[src/rtl/mem_if_pkg.sv]
// rtl/mem_if_pkg.sv - shared op codes, state encoding and widths for the data-memory interface
package mem_if_pkg;

   localparam int MEM_ADDR_W = 32;
   localparam int MEM_DATA_W = 32;
   localparam int MEM_STRB_W = MEM_DATA_W / 8;

   // Bit 3 of the op code distinguishes stores from loads.
   localparam logic [3:0] OP_LB  = 4'd0;
   localparam logic [3:0] OP_LBU = 4'd1;
   localparam logic [3:0] OP_LH  = 4'd2;
   localparam logic [3:0] OP_LHU = 4'd3;
   localparam logic [3:0] OP_LW  = 4'd4;
   localparam logic [3:0] OP_LWL = 4'd5;
   localparam logic [3:0] OP_LWR = 4'd6;
   localparam logic [3:0] OP_SB  = 4'd8;
   localparam logic [3:0] OP_SH  = 4'd9;
   localparam logic [3:0] OP_SW  = 4'd10;
   localparam logic [3:0] OP_SWL = 4'd11;
   localparam logic [3:0] OP_SWR = 4'd12;

   localparam logic [1:0] SZ_BYTE = 2'd0;
   localparam logic [1:0] SZ_HALF = 2'd1;
   localparam logic [1:0] SZ_WORD = 2'd2;

   typedef enum logic [1:0] {
      S_IDLE = 2'd0,
      S_REQ  = 2'd1,
      S_WAIT = 2'd2
   } state_e;

endpackage

[src/rtl/store_fmt.sv]
// rtl/store_fmt.sv - combinational store lane formatting (byte enables, aligned data, size, low address)
module store_fmt
   import mem_if_pkg::*;
(
   input  logic [3:0]            op,
   input  logic [1:0]            a,
   input  logic [MEM_DATA_W-1:0] rt,
   output logic [MEM_STRB_W-1:0] wstrb,
   output logic [MEM_DATA_W-1:0] wdata,
   output logic [1:0]            size,
   output logic [1:0]            addr_lo
);

   always_comb begin
      wstrb = '0;
      wdata = '0;
      size  = SZ_BYTE;
      case (op)
         OP_SB: begin
            wstrb = 4'b0001 << a;
            wdata = {4{rt[7:0]}};
            size  = SZ_BYTE;
         end
         OP_SH: begin
            wstrb = a[1] ? 4'b1100 : 4'b0011;
            wdata = {2{rt[15:0]}};
            size  = SZ_HALF;
         end
         OP_SW: begin
            wstrb = 4'b1111;
            wdata = rt;
            size  = SZ_WORD;
         end
         // swl writes the high end of rt into the low lanes up to a
         OP_SWL: begin
            wstrb = 4'b1111 >> (2'd3 - a);
            wdata = rt >> {2'd3 - a, 3'b000};
            size  = (a == 2'd0) ? SZ_BYTE : (a == 2'd1) ? SZ_HALF : SZ_WORD;
         end
         OP_SWR: begin
            wstrb = 4'b1111 << a;
            wdata = rt << {a, 3'b000};
            size  = (a == 2'd3) ? SZ_BYTE : (a == 2'd2) ? SZ_HALF : SZ_WORD;
         end
         default: ;
      endcase
   end

   always_comb begin
      addr_lo = 2'd0;
      for (int i = MEM_STRB_W - 1; i >= 0; i--) begin
         if (wstrb[i]) addr_lo = i[1:0];
      end
   end

endmodule

[src/rtl/data_req_issue.sv]
// rtl/data_req_issue.sv - EXE-to-data-bus request issuer with one outstanding transaction and flush cancel
module data_req_issue
   import mem_if_pkg::*;
#(
   parameter int ADDR_W = MEM_ADDR_W,
   parameter int DATA_W = MEM_DATA_W
) (
   input  logic              clk,
   input  logic              reset,
   input  logic              es_req_valid,
   output logic              es_req_ready,
   input  logic [3:0]        es_op,
   input  logic [ADDR_W-1:0] es_addr,
   input  logic [DATA_W-1:0] es_rt_value,
   input  logic              flush,
   output logic              es_adel,
   output logic              es_ades,
   output logic              data_req,
   output logic              data_wr,
   output logic [1:0]        data_size,
   output logic [ADDR_W-1:0] data_addr,
   output logic [3:0]        data_wstrb,
   output logic [DATA_W-1:0] data_wdata,
   input  logic              data_addr_ok,
   input  logic              data_data_ok,
   input  logic [DATA_W-1:0] data_rdata,
   output logic              ms_rdata_valid,
   output logic [DATA_W-1:0] ms_rdata,
   output logic              ms_wr_done
);

   state_e            state_q, state_d;
   logic              cancel_q, cancel_d;
   logic              wr_q, wr_d;
   logic [1:0]        size_q, size_d;
   logic [ADDR_W-1:0] addr_q, addr_d;
   logic [3:0]        wstrb_q, wstrb_d;
   logic [DATA_W-1:0] wdata_q, wdata_d;
   logic              rvalid_q, rvalid_d;
   logic [DATA_W-1:0] rdata_q, rdata_d;
   logic              wr_done_q, wr_done_d;

   logic [3:0]        fmt_wstrb;
   logic [DATA_W-1:0] fmt_wdata;
   logic [1:0]        fmt_size, fmt_lo;
   logic              is_store, misaligned, accept;
   logic [1:0]        new_size;
   logic [ADDR_W-1:0] new_addr;
   logic [3:0]        new_wstrb;
   logic [DATA_W-1:0] new_wdata;

   store_fmt u_store_fmt (
      .op      (es_op),
      .a       (es_addr[1:0]),
      .rt      (es_rt_value),
      .wstrb   (fmt_wstrb),
      .wdata   (fmt_wdata),
      .size    (fmt_size),
      .addr_lo (fmt_lo)
   );

   assign is_store = es_op[3];

   always_comb begin
      misaligned = 1'b0;
      case (es_op)
         OP_LH, OP_LHU, OP_SH: misaligned = es_addr[0];
         OP_LW, OP_SW:         misaligned = (es_addr[1:0] != 2'b00);
         default:              misaligned = 1'b0;
      endcase
   end

   assign es_adel      = es_req_valid && !is_store && misaligned;
   assign es_ades      = es_req_valid &&  is_store && misaligned;
   assign es_req_ready = (state_q == S_IDLE) ||
                         ((state_q == S_WAIT) && data_data_ok && !cancel_q);
   assign accept       = es_req_valid && es_req_ready && !flush && !misaligned;

   always_comb begin
      new_wstrb = fmt_wstrb;
      new_wdata = fmt_wdata;
      new_size  = fmt_size;
      new_addr  = {es_addr[ADDR_W-1:2], fmt_lo};
      if (!is_store) begin
         new_wstrb = '0;
         new_wdata = '0;
         new_addr  = es_addr;
         case (es_op)
            OP_LB, OP_LBU: new_size = SZ_BYTE;
            OP_LH, OP_LHU: new_size = SZ_HALF;
            OP_LWL, OP_LWR: begin
               new_size = SZ_WORD;
               new_addr = {es_addr[ADDR_W-1:2], 2'b00};
            end
            default:       new_size = SZ_WORD;
         endcase
      end
   end

   always_comb begin
      state_d   = state_q;
      cancel_d  = cancel_q;
      wr_d      = wr_q;
      size_d    = size_q;
      addr_d    = addr_q;
      wstrb_d   = wstrb_q;
      wdata_d   = wdata_q;
      rvalid_d  = 1'b0;
      rdata_d   = rdata_q;
      wr_done_d = 1'b0;
      case (state_q)
         S_REQ: begin
            // addr_ok together with flush still means the bus owes us a data_ok
            if (data_addr_ok) begin
               state_d  = S_WAIT;
               cancel_d = flush;
            end else if (flush) begin
               state_d  = S_IDLE;
            end
         end
         S_WAIT: begin
            if (data_data_ok) begin
               state_d  = S_IDLE;
               cancel_d = 1'b0;
               if (!cancel_q && !flush) begin
                  rvalid_d  = !wr_q;
                  wr_done_d = wr_q;
                  if (!wr_q) rdata_d = data_rdata;
               end
            end else if (flush) begin
               cancel_d = 1'b1;
            end
         end
         default: ;
      endcase
      if (accept) begin
         state_d = S_REQ;
         wr_d    = is_store;
         size_d  = new_size;
         addr_d  = new_addr;
         wstrb_d = new_wstrb;
         wdata_d = new_wdata;
      end
   end

   always_ff @(posedge clk) begin
      if (reset) begin
         state_q   <= S_IDLE;
         cancel_q  <= 1'b0;
         wr_q      <= 1'b0;
         size_q    <= '0;
         addr_q    <= '0;
         wstrb_q   <= '0;
         wdata_q   <= '0;
         rvalid_q  <= 1'b0;
         rdata_q   <= '0;
         wr_done_q <= 1'b0;
      end else begin
         state_q   <= state_d;
         cancel_q  <= cancel_d;
         wr_q      <= wr_d;
         size_q    <= size_d;
         addr_q    <= addr_d;
         wstrb_q   <= wstrb_d;
         wdata_q   <= wdata_d;
         rvalid_q  <= rvalid_d;
         rdata_q   <= rdata_d;
         wr_done_q <= wr_done_d;
      end
   end

   assign data_req       = (state_q == S_REQ);
   assign data_wr        = wr_q;
   assign data_size      = size_q;
   assign data_addr      = addr_q;
   assign data_wstrb     = wstrb_q;
   assign data_wdata     = wdata_q;
   assign ms_rdata_valid = rvalid_q;
   assign ms_rdata       = rdata_q;
   assign ms_wr_done     = wr_done_q;

   // A data_ok is only legal while a transaction is outstanding.
   a_no_stray_data_ok: assert property (@(posedge clk) disable iff (reset)
      data_data_ok |-> (state_q == S_WAIT));

endmodule

[config.mk]
export PLATFORM = sky130hd
export DESIGN_NAME = data_req_issue
export DESIGN_NICKNAME = d
export VERILOG_FILES = /design/src/rtl/mem_if_pkg.sv /design/src/rtl/store_fmt.sv /design/src/rtl/data_req_issue.sv
export SDC_FILE = /design/constraint.sdc
export NUM_CORES = 1
export LEC_CHECK = 0
export ABC_AREA = 1
export BUFFER_PORTS_ARGS = -buffer_cell sky130_fd_sc_hd__buf_4
export CORE_MARGIN = 2
export CORE_UTILIZATION = 53
export DETAILED_ROUTE_END_ITERATION = 8
export PLACE_DENSITY = 0.85
export REMOVE_ABC_BUFFERS = 1
export SLEW_MARGIN = 10
export SYNTH_ARGS = -nofsm -noshare
export SYNTH_HDL_FRONTEND = slang
export SYNTH_SLANG_ARGS = --single-unit
[constraint.sdc]
create_clock -name clk -period 3.4 [get_ports clk]
set_input_delay 0.51 -clock clk [delete_from_list [all_inputs] [get_ports clk]]
set_output_delay 0.51 -clock clk [all_outputs]
set_load 0.01 [all_outputs]
==> results.md, run 1 <==
* Status: finished clean
* Post-Syn Area per Cell at between 6 and 7 um^2
* Vias post-DR at between 6000 and 7000
* DR WL/cell at between 10 and 15 um
* Synth Instances at 884
* Row cnt at 37
* Least-Margin Pin Slew at slightly above 1 ns
* GRT Total Usage at 0.294
* DP Wirelength at approximately 12 mm
* Iter 0 DRT Violations at 506
* Hold Crit Class: input port to flop
* Final worst path period share at 0.691
* RSZ-0062 raised after global routing: false
* Initial antenna violation count at 0
* Clock latency on the worst-skew pair at 0.38 ns
* Share of cells above drive strength 1 at 0.256
* Vias in the first global route at between 5000 and 6000
* Core area at just over 10000 um^2
* Final Util at 0.723
* Global-route wire length before repair at approximately 27 mm
* Async S/R FF share, synth at 0
* Endpoints failing hold at 0
* Most common cell in the synthesized netlist: nand2_1
* Max Clk Rate at between 0.4 and 0.5 GHz
* Critical path fanouts, max at 27
* Total Nets Final at 1175
* # diodes at 0
* Final clock skew at between 0.01 and 0.015 ns
* Largest net degree at the start of global routing at 75
* Yosys top cell area share at 0.383
* Hold_buf cts at 0
* Post-DR vias/cell at between 5 and 6
* Post-CTS Repair Setup Buffers at 0
* Drt drc at 0
* Port Buf Inserts at between 200 and 250
* Num CTS Buffers at 9
* Clock sink count at ~110
* Ports at between 200 and 250
* Area Growth Syn to Fin at 32.1%
* GRT overflow at 0
* Non-Filler Instances at between 1000 and 1500
* Yosys top cell by area: dfxtp_1
* GPL Wtd Cong at a little over 0.9
* Count of cell types in the netlist at 33
* Synthesized flop and latch total at between 100 and 150
* Pwr Density at 377 nW/um^2
* Final antenna-violating net count at 0
* Fin crit period at about 2.3 ns
* Final TNS setup at 0 ns
* Post-place instance area at between 7000 and 8000 um^2
* Worst EP required at roughly 2.9 ns
* Final setup violation count at 0
* Post-CTS sizing at 0
* Critical path arrival at 1.84 ns
* Worst Setup End Kind: output pin
* Drt pass-1 iters at 5
* Placed insts at between 1000 and 1500
* Max-cap viol count at 0
* Area contributors post-synth: dfxtp_1, nand2_1, a21oi_1
* Layout fillers at approximately 920
* Die height at about 110 um
* EDFF count, synth at 0
* Leakage at between 3 and 4 nW
* Synth warn at 0
* Maximum vdd drop at around 0.35 mV
* Clock Path Buffers at 2
* Slew headroom at 0.329
* WHS at around 0.35 ns
* Die X at approximately 110 um
* H-tree depth at 3
* Worst setup SP type: input port
* Setup CP Type: input port to output pin
* Clk slew on worst S/H paths at roughly 0.11 ns
* Mapped cell area at roughly 5700 um^2
* Post-synthesis sequential area ratio at 0.383
* Root Driver: clkbuf_8
* Post-Route WL at around 17 mm
* Primary FF master, synth: dfxtp_1
* CTS tree: built
* Final Max Tran Viols at 0
* Initial Utilization at 0.547
* Top post-synthesis cells by count: nand2_1, dfxtp_1, nor2_1, a21oi_1, nand3_1
* Die area at 11500 um^2
* Final Cell Area at between 7000 and 8000 um^2
flip-flops by register name, indices dropped and copies added (netlist names):
name,flops
data_wstrb,4
data_addr,32
ms_wr_done,1
data_wr,1
ms_rdata_valid,1
data_wdata,32
data_size,2
state_q,2
ms_rdata,32
cancel_q,1
layer usage:
| metal | global-route usage | up-vias | part of all wire |
|---|---|---|---|
| li1 | - | 3209 | - |
| met1 | 0.381 | 2807 | 0.41 |
| met2 | 0.472 | 302 | 0.47 |
| met3 | 0.0738 | 42 | 0.093 |
| met4 | 0.108 | 0 | 0.027 |
| met5 | 0 | - | 0 |
final cells by class:
class	instances	area, um^2	share of cell area
Multi-Input combinational cell	680	3060	0.409
Clock inverter	6	95.1	0.0127
Timing Repair Buffer	220	1660	0.223
Inverter	47	179	0.0240
Clock buffer	10	138	0.0184
Tap cell	136	170	0.0228
Sequential cell	108	2160	0.290
placed cells by master (no fill, tap or decap), types with 2 or more instances in the layout:
cell type  count
o21ai_1        4
nor2_1        97
nand3_1       56
nand2_1      319
nand2_2       13
nor2_2         3
a21oi_1       82
nor3_1         9
dfxtp_1      108
buf_4        219
bufinv_16      2
clkbuf_8      10
nand4_1        4
inv_1         40
o21ai_0       55
a21oi_2       10
o22ai_1        3
o211ai_1      11
inv_2          5
ha_1           3
inv_8          2
logic make-up after synthesis:
kind of cell / Yosys count / synth area share
and+or+nand+nor: 508 / 0.368
DFF: 108 / 0.383
buffers and inverters: 96 / 0.0788
AOI/OAI and AO/OA: 169 / 0.164
adders and majority gates: 3 / 0.00664
where the power goes:
group	internal (W)	total, W	switching, W
sequential	0.00132	0.00134	0.0000274
clock	0.000444	0.000907	0.000463
combinational	0.000238	0.000565	0.000327
worst max-delay path, cell delays in order:
cell     delay, ns
buf_4         0.28
inv_2         0.28
nand2_1       0.17
nand2_1       0.12
nand2_1       0.08
inv_1         0.05
nor3_1        0.18
buf_4         0.17
worst paths after layout:
check / slack (ns) / endpoint / cells past startpoint / start
worst max-delay path: 1.05 / es_ades / 8 / es_addr[1]
worst min-delay path: 0.35 / ms_rdata[31] / 3 / data_rdata[31]
worst max register to register: 1.20 / ms_rdata[27] / 8 / state_q[0]
worst min register to register: 0.47 / data_wdata[2] / 2 / data_wdata[2]
stage by stage:
stage / power (W) / worst slack, ns
finish: 0.00282 / 1.05
global route: 0.00295 / 0.922
detailed placement: 0.00193 / 0.911
global placement: 0.00192 / 0.985
floorplan: 0.00163 / -0.00330
CTS: 0.00283 / 1.11
No activity file was read; power rests on OpenSTA's default activity.
==> inputs of run 2 (changes only) <==
--- a/config.mk
+++ b/config.mk
@@ -8,9 +8,9 @@
 export ABC_AREA = 1
 export BUFFER_PORTS_ARGS = -buffer_cell sky130_fd_sc_hd__buf_4
 export CORE_MARGIN = 2
-export CORE_UTILIZATION = 53
+export CORE_UTILIZATION = 45
 export DETAILED_ROUTE_END_ITERATION = 8
-export PLACE_DENSITY = 0.85
+export PLACE_DENSITY = 0.77
 export REMOVE_ABC_BUFFERS = 1
 export SLEW_MARGIN = 10
 export SYNTH_ARGS = -nofsm -noshare
==> constraint.sdc (replaced) <==
create_clock -name clk -period 2 [get_ports clk]
set_input_delay 0.3 -clock clk [delete_from_list [all_inputs] [get_ports clk]]
set_output_delay 0.3 -clock clk [all_outputs]
set_load 0.01 [all_outputs]
==> run 2 against run 1 <==
Clock power rose by 110%. Total power increased by 84%. Hold slack worse by 0.19 ns. Sequential share of layout area is 1.2 points lower. Non-clock buffer count rose by 15. Register-to-register slack got worse by 1.0 ns. Critical path type is now flop to flop. Critical endpoint is now data_wdata[6]. Largest power group unchanged.
==> results.md, run 2 (synthesis results as in run 1) <==
* Clock latency on the worst-skew pair at 0.36 ns (was 0.38 ns)
* Pre-CTS setup slack at 0.0822 ns (was 0.911 ns)
* Worst EP required at 2.28 ns (was 2.89 ns)
* Max-cap viol count at 0 (unchanged)
* Status: finished clean (unchanged)
* Layout fillers at 1185 (was 915)
* Initial Utilization at 0.467 (was 0.547)
* Core area at 12100 um^2 (was 10300 um^2)
* Area of the multi-input gates at 3060 um^2 (unchanged)
* Clock Path Buffers at 2 (unchanged)
* Largest stage delay, worst path at 0.33 ns (was 0.28 ns)
* Final WS setup at 0.166 ns (was 1.05 ns)
* Least-Margin Pin Slew at 0.763 ns (was 1.01 ns)
* Post-CTS sizing at 0 (unchanged)
* Clock sink count at 108 (unchanged)
* Setup CP Type: flop to flop (was input port to output pin)
* Leakage at 3.79 nW (was 3.65 nW)
* Die area at 13500 um^2 (was 11500 um^2)
* Max Clk Rate at about 0.55 GHz
* RSZ-0062 raised after global routing: false (unchanged)
* Largest net degree at the start of global routing at 71 (was 75)
* Num CTS Buffers at 9 (unchanged)
* Worst Path Buf+Inv at 4 (unchanged)
* # diodes at 0 (unchanged)
* Port Buf Inserts at 214 (unchanged)
* Drt drc at 0 (unchanged)
* Row cnt at 40 (was 37)
* Hold_buf cts at 0 (unchanged)
* Hold Crit Class: input port to flop (unchanged)
* Area Growth Syn to Fin at 37.8% (was 32.1%)
* Fin crit period at roughly 1.8 ns
* Vias in the first global route at 5601 (was 5600)
* Post-Route WL at 18.4 mm (was 17.1 mm)
* Vias post-DR at 6455 (was 6360)
* Critical path fanouts, max at 17 (was 27)
* DP Wirelength at 12.6 mm (was 11.8 mm)
* Most frequent cells in the layout: nand2_1, buf_4, dfxtp_1 (unchanged)
* Worst Setup End Kind: flop (was output pin)
* Slew headroom at 0.490 (was 0.329)
* Post-DR vias/cell at 5.15 (was 5.27)
* Final clock skew at 0.0110 ns (was 0.0112 ns)
* Final TNS setup at 0 ns (unchanged)
* Initial antenna violation count at 0 (unchanged)
* Global-route wire length before repair at 27.8 mm (was 27.1 mm)
* Root Driver: clkbuf_16 (was clkbuf_8)
* Final setup violation count at 0 (unchanged)
* Final Max Tran Viols at 0 (unchanged)
* Endpoints failing hold at 0 (unchanged)
* GPL Wtd Cong at 0.913 (was 0.921)
* Drt pass-1 iters at 5 (unchanged)
* Die X at 116 um (was 107 um)
* H-tree depth at 3 (unchanged)
* Most common cell after layout, fill and taps aside: nand2_1 (unchanged)
* Share of cells above drive strength 1 at 0.266 (was 0.256)
* DR WL/cell at 14.6 um (was 14.2 um)
* GRT overflow at 0 (unchanged)
* Top delay family on crit path: buffers and inverters (unchanged)
* Worst setup SP type: flop (was input port)
* Post-CTS Repair Setup Buffers at 0 (unchanged)
* Final antenna-violating net count at 0 (unchanged)
* Register area at 2160 um^2 (unchanged)
* Critical path arrival at 2.12 ns (was 1.84 ns)
* Total Nets Final at 1190 (was 1175)
* GRT Total Usage at 0.260 (was 0.294)
* Critical path, cell by cell: inv_1 > ha_1 > nand2_1 > o21bai_1 > nand2_1 > inv_1 > nand3_4 > inv_4 > clkbuf_16 > o21ai_1 > a21oi_1 (was buf_4 > inv_2 > nand2_1 > nand2_1 > nand2_1 > inv_1 > nor3_1 > buf_4)
* Iter 0 DRT Violations at 499 (was 506)
* Pwr Density at 665 nW/um^2 (was 377 nW/um^2)
* Die height at 116 um (was 107 um)
* Slowest-stage cell, CP: dfxtp_1 (was buf_4)
* Maximum vdd drop at 0.563 mV (was 0.348 mV)
* Ports at 215 (unchanged)
* CTS tree: built (unchanged)
* Final worst path period share at 0.917
* Clk slew on worst S/H paths at 0.08 ns (was 0.11 ns)
run 2: changes by cell type in the layout (fill, tap and decap cells not counted), sizes merged:
| cell | previous run | this run |
|---|---|---|
| clkinv | 2 | 4 |
| bufinv | 2 | 1 |
| clkbuf | 10 | 11 |
| buf | 220 | 233 |
run 2: final timing paths:
check	end	slack (ns)	start	depth (start not counted)
min reg2reg	data_wstrb[2]	0.46	data_wstrb[2]	2
min	ms_rdata[10]	0.16	data_rdata[10]	3
max reg2reg	data_wdata[6]	0.17	state_q[0]	11
max	data_wdata[6]	0.17	state_q[0]	11
run 2: cell type report:
type / count / share of cell area
Tap cell: 168 / 0.0270
Multi-Input combinational cell: 680 / 0.393
Clock buffer: 9 / 0.0289
Sequential cell: 108 / 0.278
Timing Repair Buffer: 235 / 0.240
Clock inverter: 7 / 0.0109
Inverter: 47 / 0.0233
run 2: metrics by stage:
stage | total power, W | hold WS (ns) | std cells | utilization | instance area [um^2]
floorplan | 0.00278 | 0.362 | 835 | - | 5390
global placement | 0.00331 | 0.452 | 1235 | 0.612 | 7410
detailed placement | 0.00332 | 0.456 | 1235 | 0.612 | 7410
CTS | 0.00517 | 0.154 | 1251 | 0.638 | 7720
global route | 0.00543 | 0.150 | 1254 | 0.643 | 7790
finish | 0.00518 | 0.163 | 1254 | 0.643 | 7790
run 2: where the power goes:
group	switching, W	total, W	internal, W
sequential	0.0000467	0.00228	0.00224
combinational	0.000583	0.00103	0.000448
clock	0.000871	0.00186	0.000992
total	0.00150	0.00518	0.00368
run 2: worst reg2reg max path, stage by stage (launching register included):
cell       delay (ns)
dfxtp_1          0.33
inv_1            0.08
ha_1             0.23
nand2_1          0.12
o21bai_1         0.17
nand2_1          0.07
inv_1            0.10
nand3_4          0.11
inv_4            0.13
clkbuf_16        0.21
o21ai_1          0.08
a21oi_1          0.12
run 2: routing by layer:
layer,track usage,wire (um),up-vias
li1,-,-,3243
met1,0.342,7680,2877
met2,0.412,8580,303
met3,0.0758,1700,32
met4,0.0841,403,0
met5,0,0,-
==> inputs of run 3 (changes only) <==
--- a/config.mk
+++ b/config.mk
@@ -7,7 +7,8 @@
 export LEC_CHECK = 0
 export ABC_AREA = 1
 export BUFFER_PORTS_ARGS = -buffer_cell sky130_fd_sc_hd__buf_4
-export CORE_MARGIN = 2
+export CORE_ASPECT_RATIO = 0.6
+export CORE_MARGIN = 10
 export CORE_UTILIZATION = 45
 export DETAILED_ROUTE_END_ITERATION = 8
 export PLACE_DENSITY = 0.77
==> run 3 against run 2 <==
Cell area is essentially flat. Clock power is essentially flat. Hold slack gained 0.0090 ns. Critical endpoint is now es_ades. Critical path type is now input port to output pin. Critical path depth shrank 1. Combinational power is essentially flat. First-iteration DRC count grew 48%. Sequential share of layout area is essentially flat. Highest routed layer unchanged. Global-route usage shrank 4.3 points. Routed wire length grew 9.2%. Setup slack gained 0.039 ns. Total power shrank 0.43%.
==> results.md, run 3 (synthesis results as in run 1) <==
* Iter 0 DRT Violations at 741 (was 499)
* Post-CTS Repair Setup Buffers at 0 (unchanged)
* Slew headroom at 0.475 (was 0.490)
* Largest stage delay, worst path at 0.18 ns (was 0.33 ns)
* Non-Filler Instances at 1257 (was 1254)
* GRT overflow at 0 (unchanged)
* Hold Crit Class: input port to flop (unchanged)
* Most frequent cells in the layout: nand2_1, buf_4, dfxtp_1 (unchanged)
* Share of cells above drive strength 1 at 0.271 (was 0.266)
* # diodes at 0 (unchanged)
* WHS at 0.172 ns (was 0.163 ns)
* Global-route wire length before repair at 31.4 mm (was 27.8 mm)
* Clock latency on the worst-skew pair at 0.35 ns (was 0.36 ns)
* Final Max Tran Viols at 0 (unchanged)
* Final setup violation count at 0 (unchanged)
* Placed insts at 1240 (was 1235)
* Vias post-DR at 6432 (was 6455)
* Vias in the first global route at 5972 (was 5601)
* Pwr Density at 663 nW/um^2 (was 665 nW/um^2)
* Largest net degree at the start of global routing at 48 (was 71)
* Max-cap viol count at 0 (unchanged)
* Max Clk Rate at 0.557 GHz (was 0.545 GHz)
* Reg2Reg Launch Point: state_q[0] (unchanged)
* Fin crit period at 1.80 ns (was 1.83 ns)
* Worst Setup End Kind: output pin (was flop)
* Clock sink count at 108 (unchanged)
* Maximum vdd drop at 0.417 mV (was 0.563 mV)
* Critical path arrival at 1.50 ns (was 2.12 ns)
* Post-CTS sizing at 0 (unchanged)
* Core area at 12200 um^2 (was 12100 um^2)
* Worst setup SP type: input port (was flop)
* Ports at 215 (unchanged)
* Worst Hold Launch: data_rdata[5] (was data_rdata[10])
* Final antenna-violating net count at 0 (unchanged)
* Die area at 17600 um^2 (was 13500 um^2)
* Met1 usage at 0.294 (was 0.342)
* Status: finished clean (unchanged)
* GRT Total Usage at 0.217 (was 0.260)
* Total Nets Final at 1196 (was 1190)
* Leakage at 3.80 nW (was 3.79 nW)
* Met3 usage at 0.0928 (was 0.0758)
* R2r setup slk at 0.22 ns (was 0.17 ns)
* Crit path from: es_op[3] (was state_q[0])
* Setup CP Type: input port to output pin (was flop to flop)
* Row cnt at 31 (was 40)
* Clk slew on worst S/H paths at 0.08 ns (about the same)
* Critical path, cell by cell: buf_4 > inv_4 > nor2_8 > nand2_2 > o21ai_1 > nand2_1 > nand2_1 > inv_1 > nor3_1 > buf_4 (was inv_1 > ha_1 > nand2_1 > o21bai_1 > nand2_1 > inv_1 > nand3_4 > inv_4 > clkbuf_16 > o21ai_1 > a21oi_1)
* Final TNS setup at 0 ns (unchanged)
* Final WS setup at 0.204 ns (was 0.166 ns)
* Num CTS Buffers at 9 (unchanged)
* Pre-CTS setup slack at 0.0683 ns (was 0.0822 ns)
* Final clock skew at 0.0114 ns (was 0.0110 ns)
* Initial Utilization at 0.464 (was 0.467)
* Drt pass-1 iters at 5 (unchanged)
* Post-DR vias/cell at 5.12 (was 5.15)
* Die height at 107 um (was 116 um)
* CTS tree: built (unchanged)
* GPL Wtd Cong at 0.954 (was 0.913)
* DP Wirelength at 15.3 mm (was 12.6 mm)
* Drt drc at 0 (unchanged)
* Area Growth Syn to Fin at 37.6% (was 37.8%)
* Port Buf Inserts at 214 (unchanged)
* Post-Route WL at 20.0 mm (was 18.4 mm)
* Die X at 165 um (was 116 um)
* DR WL/cell at 15.9 um (was 14.6 um)
* Endpoints failing hold at 0 (unchanged)
* Slowest-stage cell, CP: nor2_8 (was dfxtp_1)
* Top delay family on crit path: simple AND/OR/NAND/NOR gates (was buffers and inverters)
* Root Driver: clkbuf_16 (unchanged)
* H-tree depth at 3 (unchanged)
* Final worst path period share at 0.898 (was 0.917)
* Most common cell after layout, fill and taps aside: nand2_1 (unchanged)
* Final Util at 0.639 (was 0.643)
* Hold_buf cts at 0 (unchanged)
* Worst EP required at 1.70 ns (was 2.28 ns)
* Worst Path Buf+Inv at 4 (unchanged)
* Met2 Use GR at 0.314 (was 0.412)
* Initial antenna violation count at 0 (unchanged)
* Clock Path Buffers at 2 (unchanged)
* Least-Margin Pin Slew at 0.785 ns (was 0.763 ns)
* Layer with the highest usage: met2 (unchanged)
* Critical path fanouts, max at 10 (was 17)
## run 3: through the flow
step	total power [W]	instance area, um^2
finish	0.00515	7780
global route	0.00542	7780
CTS	0.00517	7730
detailed placement	0.00333	7420
global placement	0.00333	7420
floorplan	0.00278	5390
## run 3: final cells by class
cell class / instances / area [um^2]
fill: 1143 / 4400
multi-input combinational: 680 / 3050
sequential: 108 / 2160
timing repair buffer: 241 / 1870
clock buffer: 9 / 225
tap: 165 / 206
inverter: 47 / 181
clock inverter: 7 / 83.8
## run 3: worst reg2reg max path, cell delays in order (launching register included)
cell,delay [ns]
dfxtp_1,0.34
inv_1,0.08
ha_1,0.16
nand2_1,0.09
o21bai_2,0.15
nand2_1,0.07
inv_1,0.07
nand3_2,0.17
inv_4,0.15
buf_8,0.19
o21ai_0,0.12
a21oi_1,0.13
## run 3: report_power, final
| part | leakage (nW) | internal [W] | total, W | switching [W] |
|---|---|---|---|---|
| Clock | 0.151 | 0.000906 | 0.00184 | 0.000936 |
| Sequential | 0.875 | 0.00224 | 0.00228 | 0.0000477 |
| Combinational | 2.77 | 0.000444 | 0.00103 | 0.000584 |
| Total | 3.80 | 0.00359 | 0.00515 | 0.00157 |
## run 3: routing by layer
| layer | vias up | routed length (um) |
|---|---|---|
| met5 | - | 0 |
| met4 | 0 | 150 |
| met3 | 13 | 2630 |
| met2 | 321 | 8510 |
| met1 | 2842 | 8750 |
| li1 | 3256 | - |
## run 3: path summary, 6_finish.rpt
| check | endpoint | depth (start not counted) |
|---|---|---|
| worst max-delay path | es_ades | 10 |
| worst min-delay path | ms_rdata[5] | 3 |
| worst max register to register | data_wstrb[1] | 11 |
| worst min register to register | data_wdata[7] | 2 |
